### config.mk
export PLATFORM = sky130hd
export DESIGN_NAME = mbc_sdram_port
export DESIGN_NICKNAME = d
export VERILOG_FILES = /design/src/rtl/gb_mem_pkg.sv /design/src/rtl/mbc_access_detect.sv /design/src/rtl/mbc_sdram_port.sv
export SDC_FILE = /design/constraint.sdc
export NUM_CORES = 1
export LEC_CHECK = 0
export CORE_UTILIZATION = 59
export DETAILED_ROUTE_END_ITERATION = 10
export GPL_ROUTABILITY_DRIVEN = 0
export PLACE_DENSITY = 0.85
export SLEW_MARGIN = 20
export SYNTH_ARGS = -nofsm -noshare
export SYNTH_HDL_FRONTEND = slang
export SYNTH_SLANG_ARGS = --single-unit
export TNS_END_PERCENT = 20
### constraint.sdc
create_clock -name clk -period 7.9 [get_ports clk]
set_clock_uncertainty 0.05 [all_clocks]
set_input_delay 1.185 -clock clk [delete_from_list [all_inputs] [get_ports clk]]
set_output_delay 1.185 -clock clk [all_outputs]
set_load 0.03 [all_outputs]
### src/rtl/gb_mem_pkg.sv
// Shared types and constants for the cartridge memory path.
//   MBC_ADDR_W      byte address width used by the bank controller
//   SD_DATA_W       SDRAM data word width
//   SDRAM_RAM_BASE  byte address where cartridge RAM starts in SDRAM
//   port_state_t    request FSM states of mbc_sdram_port
//   mbc_req_t       one captured CPU access (address, direction, write byte)
//   sel_byte        picks the addressed byte out of a 16-bit word
//   byte_en         SDRAM byte enable for a single-byte write
package gb_mem_pkg;

  localparam int MBC_ADDR_W = 26;
  localparam int SD_DATA_W = 16;
  localparam logic [MBC_ADDR_W-1:0] SDRAM_RAM_BASE = 26'h2000000;

  typedef enum logic [1:0] {
    IDLE   = 2'd0,
    RD_REQ = 2'd1,
    WR_REQ = 2'd2
  } port_state_t;

  typedef struct packed {
    logic [MBC_ADDR_W-1:0] addr;
    logic                  we;
    logic [7:0]            wdata;
  } mbc_req_t;

  // Address bit 0 = 0 selects the low byte, 1 selects the high byte.
  function automatic logic [7:0] sel_byte(input logic [SD_DATA_W-1:0] w, input logic hi);
    return hi ? w[15:8] : w[7:0];
  endfunction

  function automatic logic [1:0] byte_en(input logic hi);
    return hi ? 2'b10 : 2'b01;
  endfunction

endpackage

### src/rtl/mbc_access_detect.sv
// Detects the start of a new CPU access on the bank-controller bus.
//   clk, reset        clock and synchronous active-low reset
//   MBC_ADDR          byte address
//   MBC_RD, MBC_WR    level strobes held for the whole CPU access
//   MBC_DATA_out      write data byte
//   new_acc           high in any cycle that starts a new access
//   req               the access presented this cycle, packed for the port
// A strobe rising, or the address moving while a strobe is held, both count
// as a new access. With both strobes high the access is a write.
module mbc_access_detect
  import gb_mem_pkg::*;
#(
  parameter int ADDR_W = MBC_ADDR_W
) (
  input  logic              clk,
  input  logic              reset,
  input  logic [ADDR_W-1:0] MBC_ADDR,
  input  logic              MBC_RD,
  input  logic              MBC_WR,
  input  logic [7:0]        MBC_DATA_out,
  output logic              new_acc,
  output mbc_req_t          req
);

  logic              prev_rd;
  logic              prev_wr;
  logic [ADDR_W-1:0] prev_addr;

  always_ff @(posedge clk) begin
    if (!reset) begin
      prev_rd   <= 1'b0;
      prev_wr   <= 1'b0;
      prev_addr <= '0;
    end else begin
      prev_rd   <= MBC_RD;
      prev_wr   <= MBC_WR;
      prev_addr <= MBC_ADDR;
    end
  end

  always_comb begin
    new_acc = (MBC_RD & ~prev_rd) | (MBC_WR & ~prev_wr) |
              ((MBC_RD | MBC_WR) & (MBC_ADDR != prev_addr));
    req.addr  = MBC_ADDR_W'(MBC_ADDR);
    req.we    = MBC_WR;
    req.wdata = MBC_DATA_out;
  end

endmodule

### src/rtl/mbc_sdram_port.sv
// SDRAM-side responder for the cartridge bank controller.
//   clk, reset      clock and synchronous active-low reset
//   MBC_ADDR/RD/WR/DATA_out   byte-wide request from the bank controller
//   MBC_DATA_in     read byte back to the bank controller (holds between reads)
//   MEM_BUSY        access in flight or waiting in the pending slot
//   CACHE_INV       one-cycle pulse, drops the read cache
//   ERR             sticky {timeout, pending overflow}, cleared by reset only
//   sd_*            16-bit SDRAM request port, req held until a one-cycle ack
//   state_dbg       current FSM state, for observation only
// Handshake: sd_req rises together with stable sd_addr/sd_we/sd_be/sd_wdata,
// which do not change until the cycle sd_ack is sampled high; sd_req is
// dropped on that same edge. For reads sd_rdata is valid with sd_ack.
// A one-word write-through cache serves repeat reads of the same word, and a
// one-deep slot holds an access that arrives while a request is outstanding.
module mbc_sdram_port
  import gb_mem_pkg::*;
#(
  parameter int ADDR_W  = MBC_ADDR_W,
  parameter int TIMEOUT = 255
) (
  input  logic                 clk,
  input  logic                 reset,
  input  logic [ADDR_W-1:0]    MBC_ADDR,
  input  logic                 MBC_RD,
  input  logic                 MBC_WR,
  input  logic [7:0]           MBC_DATA_out,
  output logic [7:0]           MBC_DATA_in,
  output logic                 MEM_BUSY,
  input  logic                 CACHE_INV,
  output logic [1:0]           ERR,
  output logic [ADDR_W-2:0]    sd_addr,
  output logic                 sd_req,
  output logic                 sd_we,
  output logic [1:0]           sd_be,
  output logic [SD_DATA_W-1:0] sd_wdata,
  input  logic                 sd_ack,
  input  logic [SD_DATA_W-1:0] sd_rdata,
  output port_state_t          state_dbg
);

  // Last count value before abort: sd_req stays high for TIMEOUT cycles.
  localparam logic [7:0] TMO_LAST = 8'(TIMEOUT - 1);

  port_state_t          state;
  logic                 new_acc;
  mbc_req_t             acc_req;
  mbc_req_t             pend;
  logic                 pend_valid;
  logic                 cache_valid;
  logic [ADDR_W-2:0]    cache_tag;
  logic [SD_DATA_W-1:0] cache_data;
  logic                 rd_hi;
  logic [7:0]           tmo_cnt;
  logic                 err_tmo;
  logic                 err_ovf;

  logic                 serve_pend;
  logic                 serve_new;
  logic                 capture;
  mbc_req_t             lreq;
  logic [ADDR_W-1:0]    l_addr;
  logic                 l_hit;

  mbc_access_detect #(.ADDR_W(ADDR_W)) u_detect (
    .clk          (clk),
    .reset        (reset),
    .MBC_ADDR     (MBC_ADDR),
    .MBC_RD       (MBC_RD),
    .MBC_WR       (MBC_WR),
    .MBC_DATA_out (MBC_DATA_out),
    .new_acc      (new_acc),
    .req          (acc_req)
  );

  // In IDLE the pending slot has priority over a fresh access; the fresh one
  // then takes the slot that is being vacated on the same edge.
  always_comb begin
    serve_pend = (state == IDLE) && pend_valid;
    serve_new  = (state == IDLE) && new_acc && !pend_valid;
    capture    = new_acc && ((state != IDLE) || pend_valid);
    lreq       = serve_pend ? pend : acc_req;
    l_addr     = lreq.addr[ADDR_W-1:0];
    l_hit      = cache_valid && (cache_tag == l_addr[ADDR_W-1:1]);
  end

  always_ff @(posedge clk) begin
    if (!reset) begin
      state       <= IDLE;
      pend        <= '0;
      pend_valid  <= 1'b0;
      cache_valid <= 1'b0;
      cache_tag   <= '0;
      cache_data  <= '0;
      rd_hi       <= 1'b0;
      tmo_cnt     <= '0;
      err_tmo     <= 1'b0;
      err_ovf     <= 1'b0;
      MBC_DATA_in <= 8'hFF;
      sd_addr     <= '0;
      sd_req      <= 1'b0;
      sd_we       <= 1'b0;
      sd_be       <= 2'b00;
      sd_wdata    <= '0;
    end else begin
      // Pending slot: capture while busy, overflow if it is still occupied.
      if (capture) begin
        if (pend_valid && !serve_pend) begin
          err_ovf <= 1'b1;
        end else begin
          pend       <= acc_req;
          pend_valid <= 1'b1;
        end
      end else if (serve_pend) begin
        pend_valid <= 1'b0;
      end

      case (state)
        IDLE: begin
          if (serve_pend || serve_new) begin
            if (lreq.we) begin
              state    <= WR_REQ;
              sd_req   <= 1'b1;
              sd_we    <= 1'b1;
              sd_addr  <= l_addr[ADDR_W-1:1];
              sd_be    <= byte_en(l_addr[0]);
              sd_wdata <= {lreq.wdata, lreq.wdata};
              tmo_cnt  <= '0;
              // Write-through keeps the cached word coherent with SDRAM.
              if (l_hit) begin
                if (l_addr[0]) cache_data[15:8] <= lreq.wdata;
                else           cache_data[7:0]  <= lreq.wdata;
              end
            end else if (l_hit) begin
              MBC_DATA_in <= sel_byte(cache_data, l_addr[0]);
            end else begin
              state   <= RD_REQ;
              sd_req  <= 1'b1;
              sd_we   <= 1'b0;
              sd_addr <= l_addr[ADDR_W-1:1];
              sd_be   <= 2'b11;
              rd_hi   <= l_addr[0];
              tmo_cnt <= '0;
            end
          end
        end

        RD_REQ: begin
          if (sd_ack) begin
            cache_tag   <= sd_addr;
            cache_data  <= sd_rdata;
            cache_valid <= 1'b1;
            MBC_DATA_in <= sel_byte(sd_rdata, rd_hi);
            sd_req      <= 1'b0;
            state       <= IDLE;
          end else if (tmo_cnt == TMO_LAST) begin
            err_tmo     <= 1'b1;
            MBC_DATA_in <= 8'hFF;
            sd_req      <= 1'b0;
            state       <= IDLE;
          end else begin
            tmo_cnt <= tmo_cnt + 8'd1;
          end
        end

        WR_REQ: begin
          if (sd_ack) begin
            sd_req <= 1'b0;
            state  <= IDLE;
          end else if (tmo_cnt == TMO_LAST) begin
            err_tmo <= 1'b1;
            sd_req  <= 1'b0;
            state   <= IDLE;
          end else begin
            tmo_cnt <= tmo_cnt + 8'd1;
          end
        end

        default: begin
          sd_req <= 1'b0;
          state  <= IDLE;
        end
      endcase

      // Invalidate wins over a load on the same edge.
      if (CACHE_INV) cache_valid <= 1'b0;
    end
  end

  assign MEM_BUSY  = (state != IDLE) || pend_valid;
  assign ERR       = {err_tmo, err_ovf};
  assign state_dbg = state;

endmodule
## Word-level counts from Yosys, hierarchy flattened

Index checks and enable logic that the tools add are counted.

- Bits in registers: 172
- Latch bits: 0
- RAM bits: 0
- Memory bits (read-only): 0
- Bits of input ports: 56
- Output and inout port bits: 58
- Memories kept: 0

- $add $sub $neg: 1
- $mul: 0
- Div/mod/pow operators: 0
- Magnitude comparators: 0
- Equal/unequal tests: 19
- Shift operators: 0
- Multiplexer cells: 44
- Bitwise operators: 13
- Reductions and logical operators: 30

Operators by type and width:

| cell | count |
|---|---|
| 8-bit two-way mux | 14 |
| 16-bit two-way mux | 4 |
| 25-bit two-way mux | 2 |
| 35-bit two-way mux | 1 |
| 16-bit case mux with 2 select lines | 1 |
| 8-bit case mux with 2 select lines | 2 |
| 26-bit != test | 1 |
| 25-bit equality test | 1 |
| 2-bit != test, second input constant | 10 |
| 2-bit two-way mux | 8 |
| 3-bit AND reduction | 4 |
| 6-bit AND reduction | 2 |
| 1-bit two-way mux | 10 |
| 5-bit AND reduction | 2 |
| 8-bit by 1-bit adder with 8-bit output, second input constant | 1 |
| 8-bit equality test, second input constant | 1 |
| 2-bit AND reduction | 4 |
| 2-bit nonzero test | 4 |
| 1-bit inverter | 7 |
| 1-bit logical AND | 6 |
| 3-bit != test, second input constant | 2 |
| 2-bit case mux with 2 select lines | 1 |
| 4-bit AND reduction | 1 |
| 2-bit OR reduction | 2 |
| other kinds (10) | 16 |

## Longest topological paths before layout

- Word-level depth: 9
- Mapped depth: 13

## By module

Synthesis repeated with hierarchy kept, for this count alone.

- Cell total of the unflattened synthesis: 965
- Area total of the unflattened synthesis: 8046.5 um^2

By module, submodules not included:

| module | instances | cells an instance | area an instance (um^2) | seq. area each (um^2) |
|---|---|---|---|---|
| mbc_sdram_port | 1 | 834 | 6740.2 | 2722.6 |
| mbc_access_detect | 1 | 131 | 1306.3 | 560.5 |

## Worst setup path before layout

No wires, ideal clock.

- Kind: input to register
- From: input port MBC_ADDR[18]
- To: register sd_addr[13]
- Setup time: 0.146 ns
- Data arrival time: 3.414 ns
- Slack: 4.290 ns
- Stages: 9
- Cell sequence: inv_2 a2111oi_0 a32oi_1 or4_1 nor4_4 a21oi_2 buf_2 nor2_1 a211oi_2

- Cells in the longest elaborated chain, start to end: 7
- Elaborated cells on any way between the ends: 11
- Classes of those cells: eq/ne: 3; mux: 1; bitwise: 2; reduce/logical: 5

RTL lines:

| what | RTL line | text |
|---|---|---|
| start: declaration | mbc_sdram_port.sv:23 | `input logic [ADDR_W-1:0] MBC_ADDR,` |
| 26-bit != test | mbc_access_detect.sv:43 | `((MBC_RD \| MBC_WR) & (MBC_ADDR != prev_addr));` |
| 1-bit AND | mbc_access_detect.sv:43 |  |
| 1-bit OR | mbc_access_detect.sv:42 | `new_acc = (MBC_RD & ~prev_rd) \| (MBC_WR & ~prev_wr) \|` |
| 1-bit logical AND (2 in series) | mbc_sdram_port.sv:79 | `serve_new = (state == IDLE) && new_acc && !pend_valid;` |
| 1-bit logical OR | mbc_sdram_port.sv:119 | `if (serve_pend \|\| serve_new) begin` |
| 3-bit AND reduction (no line) * | - |  |
| end signal: assignment | mbc_sdram_port.sv:124 | `sd_addr <= l_addr[ADDR_W-1:1];` |
| end signal: assignment | mbc_sdram_port.sv:139 | `sd_addr <= l_addr[ADDR_W-1:1];` |
| end: declaration | mbc_sdram_port.sv:31 | `output logic [ADDR_W-2:0] sd_addr,` |

Mark *: on every way between the ends. The rest lies on a longest branch, timed or not.
A chain may end at the register's enable or synchronous reset.

## Worst setup path in the final report

- From: register state[0] (netlist: state_dbg[0])
- To: register sd_addr[10]

- Cells in the longest elaborated chain, start to end: 7
- Elaborated cells on any way between the ends: 12
- Classes of those cells: eq/ne: 2; mux: 3; reduce/logical: 7

RTL lines:

| what | RTL line | text |
|---|---|---|
| start: declaration | mbc_sdram_port.sv:44 | `port_state_t state;` |
| start signal: assignment | mbc_sdram_port.sv:88 | `state <= IDLE;` |
| start signal: assignment | mbc_sdram_port.sv:121 | `state <= WR_REQ;` |
| start signal: assignment | mbc_sdram_port.sv:136 | `state <= RD_REQ;` |
| 2-bit logical NOT * | mbc_sdram_port.sv:78, mbc_sdram_port.sv:79, mbc_sdram_port.sv:117 |  |
| 1-bit logical AND | mbc_sdram_port.sv:78 | `serve_pend = (state == IDLE) && pend_valid;` |
| 35-bit two-way mux | mbc_sdram_port.sv:81 | `lreq = serve_pend ? pend : acc_req;` |
| 25-bit equality test | mbc_sdram_port.sv:83 | `l_hit = cache_valid && (cache_tag == l_addr[ADDR_W-1:1]);` |
| 1-bit logical AND | mbc_sdram_port.sv:83 |  |
| 2-bit != test (no line) | - |  |
| 3-bit AND reduction (no line) | - |  |

Mark *: on every way between the ends. The rest lies on a longest branch, timed or not. The select of a mux whose other input is x is not followed.

==> impl_metrics.py <==
metrics = {
    "power_and_ir_drop": {
        "switchingPower_mw": 1.117,
        "peakVddDrop_mv": 0.2799,
        "power_frac_comb_pct": 36.6,
        "p_seq_share_pct": 36.4,
        "internal_power_mw": 1.840,
        "power-per-cell-area_nw_per_um2": 303.3,
        "swShare_pct": 37.76,
        "pwr-share-clk_pct": 27.0,
        "power.leakage_nw": 3.929,
    },
    "route": {
        "final_antenna_net_count": 0,
        "viasPerCell": 6.059,
        "via_count": 7465,
        "firstDrtPassIters": 7,
        "wl_per_cell_um": 18.01,
        "initialDrtViolationCount": 896,
        "finalWirelength_mm": 22.19,
        "drcViolationCount": 0,
    },
    "critical_path": {
        "crit_arrival_ns": 4.99,
        "critPathSlowestCell": "nor4_4",
        "cp-end-kind": "flip-flop",
        "critPathRequiredTime_ns": 8.14,
        "cp_top_family": "simple AND/OR/NAND/NOR gates",
        "slowest_delay_ns": 0.71,
        "crit_type": "flip-flop to flip-flop",
        "crit_path_start_kind": "flip-flop",
        "cp.buffers_inverters": 4,
        "cp_common_cell": "buf_4",
        "crit_fanout": 50,
        "path_cells": "inv_1 > ha_1 > buf_4 > nand2_2 > buf_4 > mux2i_2 > o2111ai_1 > or4_1 > nor4_4 > a21oi_4 > buf_4 > nor2_1 > a211oi_2",
    },
    "flow_run": {
        "max_cap_violations": 0,
    },
    "synth": {
        "synthAdderAreaFrac_pct": 0.6189,
        "synth-async-reset-ratio_pct": 0,
        "ys_warn_count": 0,
        "synth_flop_cell": "dfxtp_1",
        "yosysSeqAreaShare_pct": 40.60,
        "synth_mux_area_share_pct": 6.994,
        "syn_avg_cell_area_um2": 8.302,
        "synthTopCellsByArea": "dfxtp_1, nand2_1, mux2i_1, a21oi_1, xnor2_1",
        "synth_seq_cells": 164,
        "yosysTopAreaCell": "dfxtp_1",
        "synth_top_family_by_area": "compound AO/OA/AOI/OAI gates",
        "synth_edf_count": 0,
        "syn-num-nets": 1034,
        "synth_top_area_share_pct": 40.60,
        "netlist_area_um2": 8087,
        "synth-compound-area-share_pct": 20.07,
        "ys_types": 70,
        "synthCells": 974,
        "synth-simple-area-share_pct": 19.85,
        "synth-xor-area-share_pct": 4.766,
    },
    "min_path": {
        "hp-class": "flip-flop to flip-flop",
    },
    "sta": {
        "layout_min_cycle_time_ns": 4.748,
        "setup_viol": 0,
        "rsz0062_at_grt": "no",
        "period_share_pct": 60.11,
        "setup_tns_ns": 0,
        "slew_headroom_pct": 30.73,
        "max_freq_ghz": 0.2106,
        "report.final.slew_viol_count": 0,
        "hold_viol": 0,
        "worst_pin_slew_ns": 1.037,
    },
    "clock_tree": {
        "path_clk_slew_ns": 0.06,
        "cts-root-buf": "clkbuf_16",
        "cts_hold_buf": 0,
        "post_cts_buffers": 0,
        "htreeDepth": 4,
        "ctsLongestPathBuffers": 2,
        "ctsResizeCount": 0,
        "clock_sinks": 164,
        "cts_tree": "done",
        "insertion_delay_ns": 0.43,
        "cts_buffers": 17,
    },
    "cells_and_area": {
        "layout_common_cells": "dfxtp_1, nand2_1, clkdlybuf4s50_1",
        "final_common_cell": "dfxtp_1",
        "syn_to_final_growth_pct": 20.56,
        "antenna_cells": 0,
        "design_area_um2": 9749,
        "drive_gt1_share_pct": 8.144,
        "fillers": 992,
        "fin_util_pct": 73.33,
        "finalNetCount": 1104,
    },
    "floorplan": {
        "die_x_um": 119.1,
        "io_pins": 114,
        "dieArea_um2": 14180,
        "core_um2": 13300,
        "die_y_um": 119.1,
        "num_rows": 42,
        "start_util_pct": 60.82,
    },
    "outcome": {
        "outcome": "completed",
    },
    "global_routing": {
        "grt_pass1_wl_mm": 34.80,
        "grt-ovfl-total": 0,
        "grt_max_degree": 79,
        "antenna_found_initial": 0,
        "gr-usage-all-layers_pct": 31.63,
        "grt_pass1_vias": 6797,
    },
    "placed_design": {
        "dp.final_hpwl_mm": 14.92,
        "portBuffers": 113,
        "placed_area_um2": 9178,
    },
}
[synthesized netlist by cell type (all sizes together), types with 12 or more instances]
library cell	number
o211ai	13
inv	65
a21oi	67
a211oi	34
mux2i	55
nor2	65
clkbuf	40
nand2	160
and2	12
o21ai	42
nand3	59
xnor2	36
dfxtp	164
buf	29
[layout make-up]
class                      instances  area [um2]  share of cell area, %
clock buffer                      22       494.2                  5.069
clock inverter                     9       77.57                 0.7957
inverter                          65       244.0                  2.503
multi-input combinational        676        4249                  43.58
sequential                       164        3283                  33.68
tap                              176       220.2                  2.259
timing repair buffer             120        1181                  12.11
[path summary, 6_finish.rpt]
kind	start	endpoint	slack, ns	depth (start not counted)
worst min register to register	cache_tag[23]	cache_tag[23]	0.41	2
worst max register to register	state_dbg[0]	sd_addr[10]	3.15	13
worst max-delay path	state_dbg[0]	sd_addr[10]	3.15	13
worst min-delay path	cache_tag[23]	cache_tag[23]	0.41	2
[metal layers]
metal | part of all wire, % | wire, um | track usage (%)
met3 | 8.6 | 1904 | 6.466
met4 | 3.5 | 780 | 14.79
met1 | 43 | 9451 | 42.70
met5 | 0 | 0 | 0
met2 | 45 | 10050 | 48.36
[sequential cells by signal, summed over array words and instances (netlist names)]
register            flops
state_dbg               2
sd_addr                25
pend_valid              1
u_detect.prev_wr        1
sd_be                   2
cache_data             16
sd_req                  1
cache_valid             1
sd_we                   1
pend                   35
MBC_DATA_in             8
cache_tag              25
u_detect.prev_addr     26
sd_wdata                8
rd_hi                   1
err_ovf                 1
u_detect.prev_rd        1
err_tmo                 1
tmo_cnt                 8
[through the flow]
step / hold WS [ns] / total power, mW / std cells / setup slack [ns]
after floorplan: 0.3863 / 1.816 / 974 / 4.290
after global placement: 0.3925 / 2.121 / 1201 / 3.266
after detailed placement: 0.4014 / 2.146 / 1201 / 3.126
after CTS: 0.4102 / 2.940 / 1232 / 3.250
after global routing: 0.4317 / 3.080 / 1232 / 2.962
final: 0.4090 / 2.957 / 1232 / 3.152
[cells by family after synthesis]
family	after synthesis
and+or+nand+nor	352
buffers and inverters	134
AOI/OAI and AO/OA	220
xor gates and xnor gates	44
DFF	164
adders and majority gates	4
muxes	56
[power groups by stage]
stage               registers [mW]  clock network (mW)  logic, mW
floorplan                     1.18                   0      0.636
global placement              1.08                   0       1.04
detailed placement            1.09                   0       1.06
CTS                           1.07               0.797       1.07
global route                  1.09               0.834       1.16
finish                        1.08               0.799       1.08
[worst register-to-register path: stages (launching register included)]
cell and delay (ns):
dfxtp_1 0.40, inv_1 0.06, ha_1 0.19, buf_4 0.23
nand2_2 0.49, buf_4 0.51, mux2i_2 0.52, o2111ai_1 0.16
or4_1 0.47, nor4_4 0.71, a21oi_4 0.14, buf_4 0.37
nor2_1 0.25, a211oi_2 0.07
Power figures use the tool's default switching activity.
